==> src/rtl/cc_cmd_issuer.sv <==
// cc_cmd_issuer: sequential command initiator for the cc control/strobe bus.
// Commands arrive over valid/ready, are sequenced through SETUP -> STROBE ->
// WAIT_ACK, and complete with a registered one-cycle done (err qualifies it).
// Optional feature macro: CC_CMD_ISSUER_PARITY_EN (bus_par generation and
// read-data parity checking via the extra rd_par input).
//
// Handshake: a command transfers on a rising edge where cmd_valid & cmd_ready
// are both 1; cmd_ready is 1 exactly when the FSM is IDLE, and cmd_op/cmd_data
// are only sampled on that transfer edge.
module cc_cmd_issuer #(
  parameter int unsigned SETUP_CYC  = 1,
  parameter int unsigned STROBE_CYC = 2,
  parameter int unsigned TIMEOUT    = 15
) (
  input  logic       clk,
  input  logic       rst_n,
  input  logic       cmd_valid,
  output logic       cmd_ready,
  input  logic [1:0] cmd_op,
  input  logic [7:0] cmd_data,
  input  logic       ack,
  input  logic [7:0] rd_data,
`ifdef CC_CMD_ISSUER_PARITY_EN
  input  logic       rd_par,
`endif
  output logic       bus_i,
  output logic       bus_k,
  output logic       bus_q,
  output logic       bus_m,
  output logic       bus_p,
  output logic [7:0] bus_data,
  output logic       done,
  output logic       err,
  output logic [7:0] rsp_data,
  output logic       bus_par,
  output logic [1:0] dbg_state
);

  typedef enum logic [1:0] {
    IDLE     = 2'd0,
    SETUP    = 2'd1,
    STROBE   = 2'd2,
    WAIT_ACK = 2'd3
  } state_t;

  localparam logic [1:0] OP_WRITE = 2'd0;
  localparam logic [1:0] OP_READ  = 2'd1;
  localparam logic [1:0] OP_NOP   = 2'd2;
  localparam logic [1:0] OP_BCAST = 2'd3;

  // Phase counter counts down from (length-1) to 0; reloaded on each entry.
  localparam logic [3:0] SETUP_LOAD  = 4'(SETUP_CYC - 1);
  localparam logic [3:0] STROBE_LOAD = 4'(STROBE_CYC - 1);
  // Timeout counter counts WAIT_ACK cycles already spent, starting at 0.
  localparam logic [7:0] TO_LAST     = 8'(TIMEOUT - 1);

  state_t     state, state_nxt;
  logic [1:0] op_q;
  logic [7:0] data_q;
  logic [3:0] phase_cnt, phase_nxt;
  logic [7:0] to_cnt, to_nxt;
  logic       done_nxt, err_nxt;
  logic       latch_cmd, cap_rsp;
  logic       par_bad;
  logic       busy;

  assign dbg_state = state;

`ifdef CC_CMD_ISSUER_PARITY_EN
  // Even parity expected from the far end on read data.
  assign par_bad = (op_q == OP_READ) && (rd_par != (^rd_data));
`else
  assign par_bad = 1'b0;
`endif

  // State and datapath registers; reset aborts any transaction silently.
  always_ff @(posedge clk or negedge rst_n) begin
    if (!rst_n) begin
      state     <= IDLE;
      op_q      <= OP_WRITE;
      data_q    <= 8'h00;
      phase_cnt <= 4'h0;
      to_cnt    <= 8'h00;
      done      <= 1'b0;
      err       <= 1'b0;
      rsp_data  <= 8'h00;
    end else begin
      state     <= state_nxt;
      phase_cnt <= phase_nxt;
      to_cnt    <= to_nxt;
      done      <= done_nxt;
      err       <= err_nxt;
      if (latch_cmd) begin
        op_q   <= cmd_op;
        data_q <= cmd_data;
      end
      if (cap_rsp) begin
        rsp_data <= rd_data;
      end
    end
  end

  // Next-state, counter reloads and completion decode.
  always_comb begin
    state_nxt = state;
    phase_nxt = phase_cnt;
    to_nxt    = to_cnt;
    done_nxt  = 1'b0;
    err_nxt   = 1'b0;
    latch_cmd = 1'b0;
    cap_rsp   = 1'b0;
    case (state)
      IDLE: begin
        if (cmd_valid) begin
          if (cmd_op == OP_NOP) begin
            done_nxt = 1'b1;
          end else begin
            latch_cmd = 1'b1;
            state_nxt = SETUP;
            phase_nxt = SETUP_LOAD;
          end
        end
      end
      SETUP: begin
        if (phase_cnt == 4'h0) begin
          state_nxt = STROBE;
          phase_nxt = STROBE_LOAD;
        end else begin
          phase_nxt = phase_cnt - 4'h1;
        end
      end
      STROBE: begin
        if (phase_cnt == 4'h0) begin
          state_nxt = WAIT_ACK;
          to_nxt    = 8'h00;
        end else begin
          phase_nxt = phase_cnt - 4'h1;
        end
      end
      WAIT_ACK: begin
        // ack is checked before the timeout so a same-cycle ack wins.
        if (ack) begin
          state_nxt = IDLE;
          done_nxt  = 1'b1;
          err_nxt   = par_bad;
          cap_rsp   = (op_q == OP_READ);
        end else if (to_cnt >= TO_LAST) begin
          state_nxt = IDLE;
          done_nxt  = 1'b1;
          err_nxt   = 1'b1;
        end else if (to_cnt != 8'hFF) begin
          to_nxt = to_cnt + 8'h01;
        end
      end
      default: begin
        state_nxt = IDLE;
      end
    endcase
  end

  // Bus lines decoded from state and the latched command.
  always_comb begin
    busy      = (state != IDLE);
    cmd_ready = (state == IDLE);
    bus_m     = busy;
    bus_i     = (state == STROBE);
    bus_k     = (state == STROBE);
    bus_q     = busy && (op_q == OP_READ);
    bus_p     = busy && (op_q == OP_BCAST);
    bus_data  = (busy && (op_q != OP_READ)) ? data_q : 8'h00;
`ifdef CC_CMD_ISSUER_PARITY_EN
    bus_par   = ^bus_data;
`else
    bus_par   = 1'b0;
`endif
  end

endmodule

==> config.mk <==
export PLATFORM = sky130hd
export DESIGN_NAME = cc_cmd_issuer
export DESIGN_NICKNAME = d
export VERILOG_FILES = /design/src/rtl/cc_cmd_issuer.sv
export SDC_FILE = /design/constraint.sdc
export NUM_CORES = 1
export LEC_CHECK = 0
export CORE_AREA = 2 2 70 72
export CTS_CLUSTER_DIAMETER = 40
export DETAILED_ROUTE_END_ITERATION = 6
export DIE_AREA = 0 0 72 74
export PLACE_DENSITY = 0.69
export SETUP_SLACK_MARGIN = 0.02
export SLEW_MARGIN = 20
export SYNTH_ARGS = -nofsm -noshare
export SYNTH_HDL_FRONTEND = slang
export SYNTH_SLANG_ARGS = --single-unit
==> constraint.sdc <==
create_clock -name clk -period 1.8 [get_ports clk]
set_input_delay 0.36 -clock clk [delete_from_list [all_inputs] [get_ports clk]]
set_output_delay 0.36 -clock clk [all_outputs]
set_load 0.02 [all_outputs]
==> results.sh, run 1 <==
export IMPL_die_x_um=72
export IMPL_dieArea_um2=5330
export IMPL_grt_max_degree=35
export IMPL_port_buffers=47
export IMPL_gp_congestion=0.848
export IMPL_p_switching_w=0.00185
export IMPL_ys_seq_area_share_pct=48.7
export IMPL_grt_pass1_vias=1403
export IMPL_p_clk_share_pct=11.6
export IMPL_synthArstFlopShare_pct=100
export IMPL_p_per_area_nw_per_um2=1790
export IMPL_wl_met2_um=2100
export IMPL_ys_types=39
export IMPL_clock_sinks=34
export IMPL_die_height_um=74
export IMPL_critPathArrivalTime_ns=1.37
export IMPL_area_growth_pct=54.3
export IMPL_wl_per_cell_um=13.7
export IMPL_coreArea_um2=4600
export IMPL_status="finished clean"
export IMPL_worstSkewPairLatency_ns=0.27
export IMPL_ir_worst_vdd_v=0.00100
export IMPL_grt_total_usage_pct=15.3
export IMPL_via_per_inst=4.94
export IMPL_gr_total_overflow=0
export IMPL_synth_top_cell_area_share_pct=48.7
export IMPL_first_pass_iters=4
export IMPL_met3_length_um=202
export IMPL_cp_required_ns=1.44
export IMPL_syn_avg_cell_area_um2=11.1
export IMPL_yosysTopAreaCell="dfrtp_1"
export IMPL_yosysMostFrequentCell="dfrtp_1"
export IMPL_combPwrFrac_pct=64.0
export IMPL_startpoint_type="register"
export IMPL_cts_tree="done"
export IMPL_seq_area_um2=853
export IMPL_synth_ff_type="dfrtp_1"
export IMPL_utilization_pct=58.6
export IMPL_num_vias=1448
export IMPL_critPathMaxFanout=4
export IMPL_critical_path_class="register to output pin"
export IMPL_placed_cells=278
export IMPL_syn_num_nets=188
export IMPL_p_leak_nw=1.24
export IMPL_synth_cell_area_um2=1750
export IMPL_post_route_min_period_ns=1.73
export IMPL_ys_ff_latch=34
export IMPL_ioPinCount=49
export IMPL_root_buffer="clkbuf_8"
export IMPL_seq_power_share_pct=24.4
export IMPL_final_max_slew_viol_count=0
export IMPL_power_share_switching_pct=38.3
export IMPL_nNetsFinal=268
export IMPL_yosysWarnings=0
export IMPL_setup_viol=0
export IMPL_synth_common_cells="34 x dfrtp_1, 18 x mux2_2, 12 x and2_1"
export IMPL_start_util_pct=38.0
export IMPL_top_layer="met4"
export IMPL_report_power_total_w=0.00482
export IMPL_grt_first_pass_wirelength_um=6400
export IMPL_grt_antenna_before_repair=0
export IMPL_p_int_w=0.00297
export IMPL_drt_met1_wl_um=1690
export IMPL_clk_pin_slew_worst_paths_ns=0.07
export IMPL_drc_errors=0
export IMPL_synth_edf_count=0
export IMPL_cts_buffer_depth=2
export IMPL_holdWs_ns=0.444
export IMPL_crit_path_end_kind="output pin"
export IMPL_fin_cells=293
export IMPL_htreeDepth=2
export IMPL_drt_initial_drc_count=63
export IMPL_fin_crit_sh_pct=96.1
export IMPL_cts_inserted_buffers=5
export IMPL_multi_input_area_um2=892
export IMPL_max_freq_mhz=578
export IMPL_rsz0062_at_grt="yes"
export IMPL_synthCells=158
export IMPL_crit_start="dbg_state[1]"
export IMPL_fp_row_count=25
export IMPL_synth_area_top_cells="dfrtp_1 49%, mux2_2 12%, ha_1 5.7%, and2_1 4.3%, inv_1 2.4%"
export IMPL_hp_class="input pin to asynchronous set/reset pin"
export IMPL_antenna_left=0
export IMPL_hold_violations=0
export IMPL_timing_rr_start="dbg_state[0]"
export IMPL_nFillCells=402
export IMPL_fin_skew_ns=0.00523
export IMPL_hpwl_um=2930
export IMPL_drive_gt1_share_pct=40.2
export IMPL_wl_um=4010
export IMPL_diodes=0
export IMPL_max_cap_violations=0
## logic make-up after synthesis
group,synth area share [%]
DFF,48.7
muxes,13.3
and+or+nand+nor,17.0
AOI/OAI and AO/OA,10.7
other,0.215
buffers and inverters,4.37
adders and majority gates,5.73
## layout by cell type, fill, tap and decap left out, types with 6 or more instances in the layout
cell             instances
mux2_2                  18
buf_4                   26
buf_6                    9
clkdlybuf4s50_1         33
inv_1                    9
nand2_1                  9
ha_1                     6
nor2_1                   6
dfrtp_1                 32
clkbuf_8                 6
## worst paths after layout
check / endpoint / slack, ns / cells after the start
worst min register to register: data_q[0] / 0.50 / 1
min in group clk: data_q[0] / 0.50 / 1
max in group asynchronous: dbg_state[0] / 1.16 / 2
worst max register to register: phase_cnt[1] / 0.07 / 9
worst max-delay path: dbg_state[1] / 0.07 / 2
worst min-delay path: to_cnt[4] / 0.44 / 2
## per-stage QoR
step	setup WS, ns	setup TNS (ns)	cell area (µm²)
detailed placement	-0.363	-3.60	2500
global route	-0.0349	-0.0349	2700
CTS	0.00329	0	2610
floorplan	-0.0110	-0.0110	1770
finish	0.0702	0	2700
global placement	-0.273	-2.82	2500
## flip-flops by register name (all words and copies together), names as in the netlist
name       flops
rsp_data       8
done           1
data_q         8
op_q           2
to_cnt         8
dbg_state      2
err            1
phase_cnt      4
## repair_timing
| item | CTS | global route |
|---|---|---|
| gates resized for setup | 50 | 31 |
| pin swaps | 2 | 4 |
| hold buffers | 0 | 0 |
| buffers inserted | 4 | 3 |
| setup endpoints to repair | 14 | 25 |
## per-layer routing
| metal | vias up | track usage [%] |
|---|---|---|
| met3 | 2 | 4.20 |
| met2 | 29 | 27.4 |
| li1 | 711 | - |
| met1 | 706 | 18.9 |
| met5 | - | 0 |
| met4 | 0 | 2.52 |
## critical path: stages (launching register included)
cell             delay, ns
dfrtp_2               0.36
buf_4                 0.13
clkdlybuf4s50_1       0.60
## power groups by stage
stage	Clock, W	Combinational (W)	Sequential [W]
finish	0.000559	0.00309	0.00118
global route	0.000617	0.00333	0.00121
CTS	0.000582	0.00282	0.00118
detailed placement	0	0.00279	0.00118
global placement	0	0.00274	0.00117
floorplan	0	0.00147	0.00131
## final cells by class
class	instances	share of cell area, %
Clock buffer	7	3.20
Timing Repair Buffer	79	27.8
Sequential cell	34	31.6
Inverter	11	1.53
Tap cell	54	2.51
Multi-Input combinational cell	107	33.1
Clock inverter	1	0.186
Note: power is estimated with default switching activity, not from simulation.
==> run 2: changes to the inputs <==
--- a/config.mk
+++ b/config.mk
@@ -11,3 +11,3 @@
 export DIE_AREA = 0 0 72 74
-export PLACE_DENSITY = 0.69
+export PLACE_DENSITY = 0.68
 export SETUP_SLACK_MARGIN = 0.02
--- a/constraint.sdc
+++ b/constraint.sdc
@@ -3,2 +3,2 @@
 set_output_delay 0.36 -clock clk [all_outputs]
-set_load 0.02 [all_outputs]
+set_load 0.005 [all_outputs]
==> run 2 against run 1 <==
- clock power decreased by 2%
- non-clock buffer count decreased by 1
- global-route usage increased by 0.44 points
- power decreased by 9.9%
- combinational power decreased by 15%
- maximum frequency increased by 1.4%
- first-iteration DRC count decreased by 40%
- sequential power about the same
==> results.sh, run 2 (synthesis results as in run 1) <==
export IMPL_status="finished clean"
export IMPL_first_pass_iters=4
export IMPL_wl_per_cell_um=13.7
export IMPL_post_route_min_period_ns=1.71
export IMPL_clk_pin_slew_worst_paths_ns=0.07
export IMPL_fin_crit_sh_pct=94.7
export IMPL_coreArea_um2=4600
export IMPL_critPathMaxFanout=5
export IMPL_die_x_um=72
export IMPL_clock_sinks=34
export IMPL_grt_first_pass_wirelength_um=6490
export IMPL_slowest_stage="dfrtp_1"
export IMPL_final_max_slew_viol_count=0
export IMPL_ir_worst_vdd_v=0.000729
export IMPL_nNetsFinal=267
export IMPL_drt_initial_drc_count=38
export IMPL_timing_rr_start="to_cnt[4]"
export IMPL_startpoint_type="register"
export IMPL_root_buffer="clkbuf_8"
export IMPL_drive_gt1_share_pct=37.3
export IMPL_preCtsSetupSlack_ns=-0.0663
export IMPL_cp_required_ns=1.44
export IMPL_worst_slack_ns=0.0949
export IMPL_diodes=0
export IMPL_cpMostUsedCell="buf_6"
export IMPL_mostFrequentLayoutCell="dfrtp_1"
export IMPL_cp_slowest_stage_delay_ns=0.37
export IMPL_wl_um=3980
export IMPL_die_height_um=74
export IMPL_drc_errors=0
export IMPL_cts_hold_buffers=0
export IMPL_grt_pass1_vias=1455
export IMPL_cts_tree="done"
export IMPL_area_growth_pct=51.2
export IMPL_cts_buffer_depth=2
export IMPL_via_per_inst=5.08
export IMPL_worstSkewPairLatency_ns=0.28
export IMPL_fin_skew_ns=0.00789
export IMPL_final_cell_mix="34 x dfrtp_1, 33 x clkdlybuf4s50_1, 26 x buf_4, 18 x mux2_2"
export IMPL_fp_row_count=25
export IMPL_cts_inserted_buffers=5
export IMPL_dieArea_um2=5330
export IMPL_utilization_pct=57.5
export IMPL_gr_total_overflow=0
export IMPL_grt_max_degree=35
export IMPL_gp_congestion=0.834
export IMPL_crit_start="dbg_state[0]"
export IMPL_max_freq_mhz=586
export IMPL_crit_path_end_kind="output pin"
export IMPL_max_cap_violations=0
export IMPL_rsz0062_at_grt="no"
export IMPL_grt_total_usage_pct=15.7
export IMPL_ioPinCount=49
export IMPL_antenna_left=0
export IMPL_cp_cell_sequence="inv_2 -> ha_4 -> nor2_4 -> buf_6 -> and2_4 -> buf_6"
export IMPL_p_per_area_nw_per_um2=1640
export IMPL_num_vias=1473
export IMPL_tns_ns=0
export IMPL_grt_antenna_before_repair=0
export IMPL_critPathArrivalTime_ns=1.35
export IMPL_critical_path_class="register to output pin"
export IMPL_htreeDepth=2
export IMPL_hp_class="input pin to asynchronous set/reset pin"
export IMPL_hold_violations=0
export IMPL_top_regs="data_q (8), rsp_data (8), to_cnt (8)"
export IMPL_p_leak_nw=1.23
export IMPL_port_buffers=47
export IMPL_setup_viol=0
export IMPL_hpwl_um=3000
export IMPL_start_util_pct=38.0
export IMPL_report_power_total_w=0.00434
## run 2: critical path, delay by kind of cell, from the launching register on
kind                     cells  cell delay, ns
flip-flops                   1            0.37
adder cells (fa/ha/maj)      1            0.17
buffers and inverters        3            0.27
AND/OR/NAND/NOR              2            0.25
## run 2: area by class of cell
cell class / instances / area, µm²
multi-input combinational: 107 / 901
fill: 410 / 1960
sequential: 34 / 851
clock buffer: 6 / 82.6
tap: 54 / 67.6
inverter: 11 / 41.3
timing repair buffer: 78 / 699
## run 2: what timing repair did
action                                  4_1_cts  5_1_grt
pin swaps                                     7        2
cloned                                        0        0
setup buffers                                 2        0
gates resized for setup                      55       16
endpoints found under the setup margin       14       22
## run 2: worst paths after layout
kind                            cells after the start  slack [ns]           end
worst max-delay path                                6        0.09   bus_data[2]
worst min-delay path                                2        0.49     to_cnt[5]
worst max register to register                      4        0.15  dbg_state[1]
worst min register to register                      1        0.50     data_q[0]
max in group asynchronous                           2        0.98   rsp_data[4]
min in group clk                                    1        0.50     data_q[0]
## run 2: power by group
group	total, W	switching [W]	leakage [nW]	internal, W
combinational	0.00262	0.00111	0.749	0.00151
sequential	0.00118	0.000146	0.437	0.00103
clock	0.000548	0.000253	0.0431	0.000295
total	0.00434	0.00151	1.23	0.00284
## run 2: through the flow
stage                     hold WS, ns  cells  area [µm²]
after global placement          0.482    284        2510
after global routing            0.524    290        2640
after detailed placement        0.491    284        2510
after CTS                       0.506    292        2620
after floorplan                0.0644    158        1750
final                           0.487    290        2640
## run 2: per-layer routing
layer  share of wire [%]  GRT usage (%)
met5                   0              0
met1                  43           19.3
met3                 5.2           4.20
met2                  50           27.5
met4                 1.3           4.40
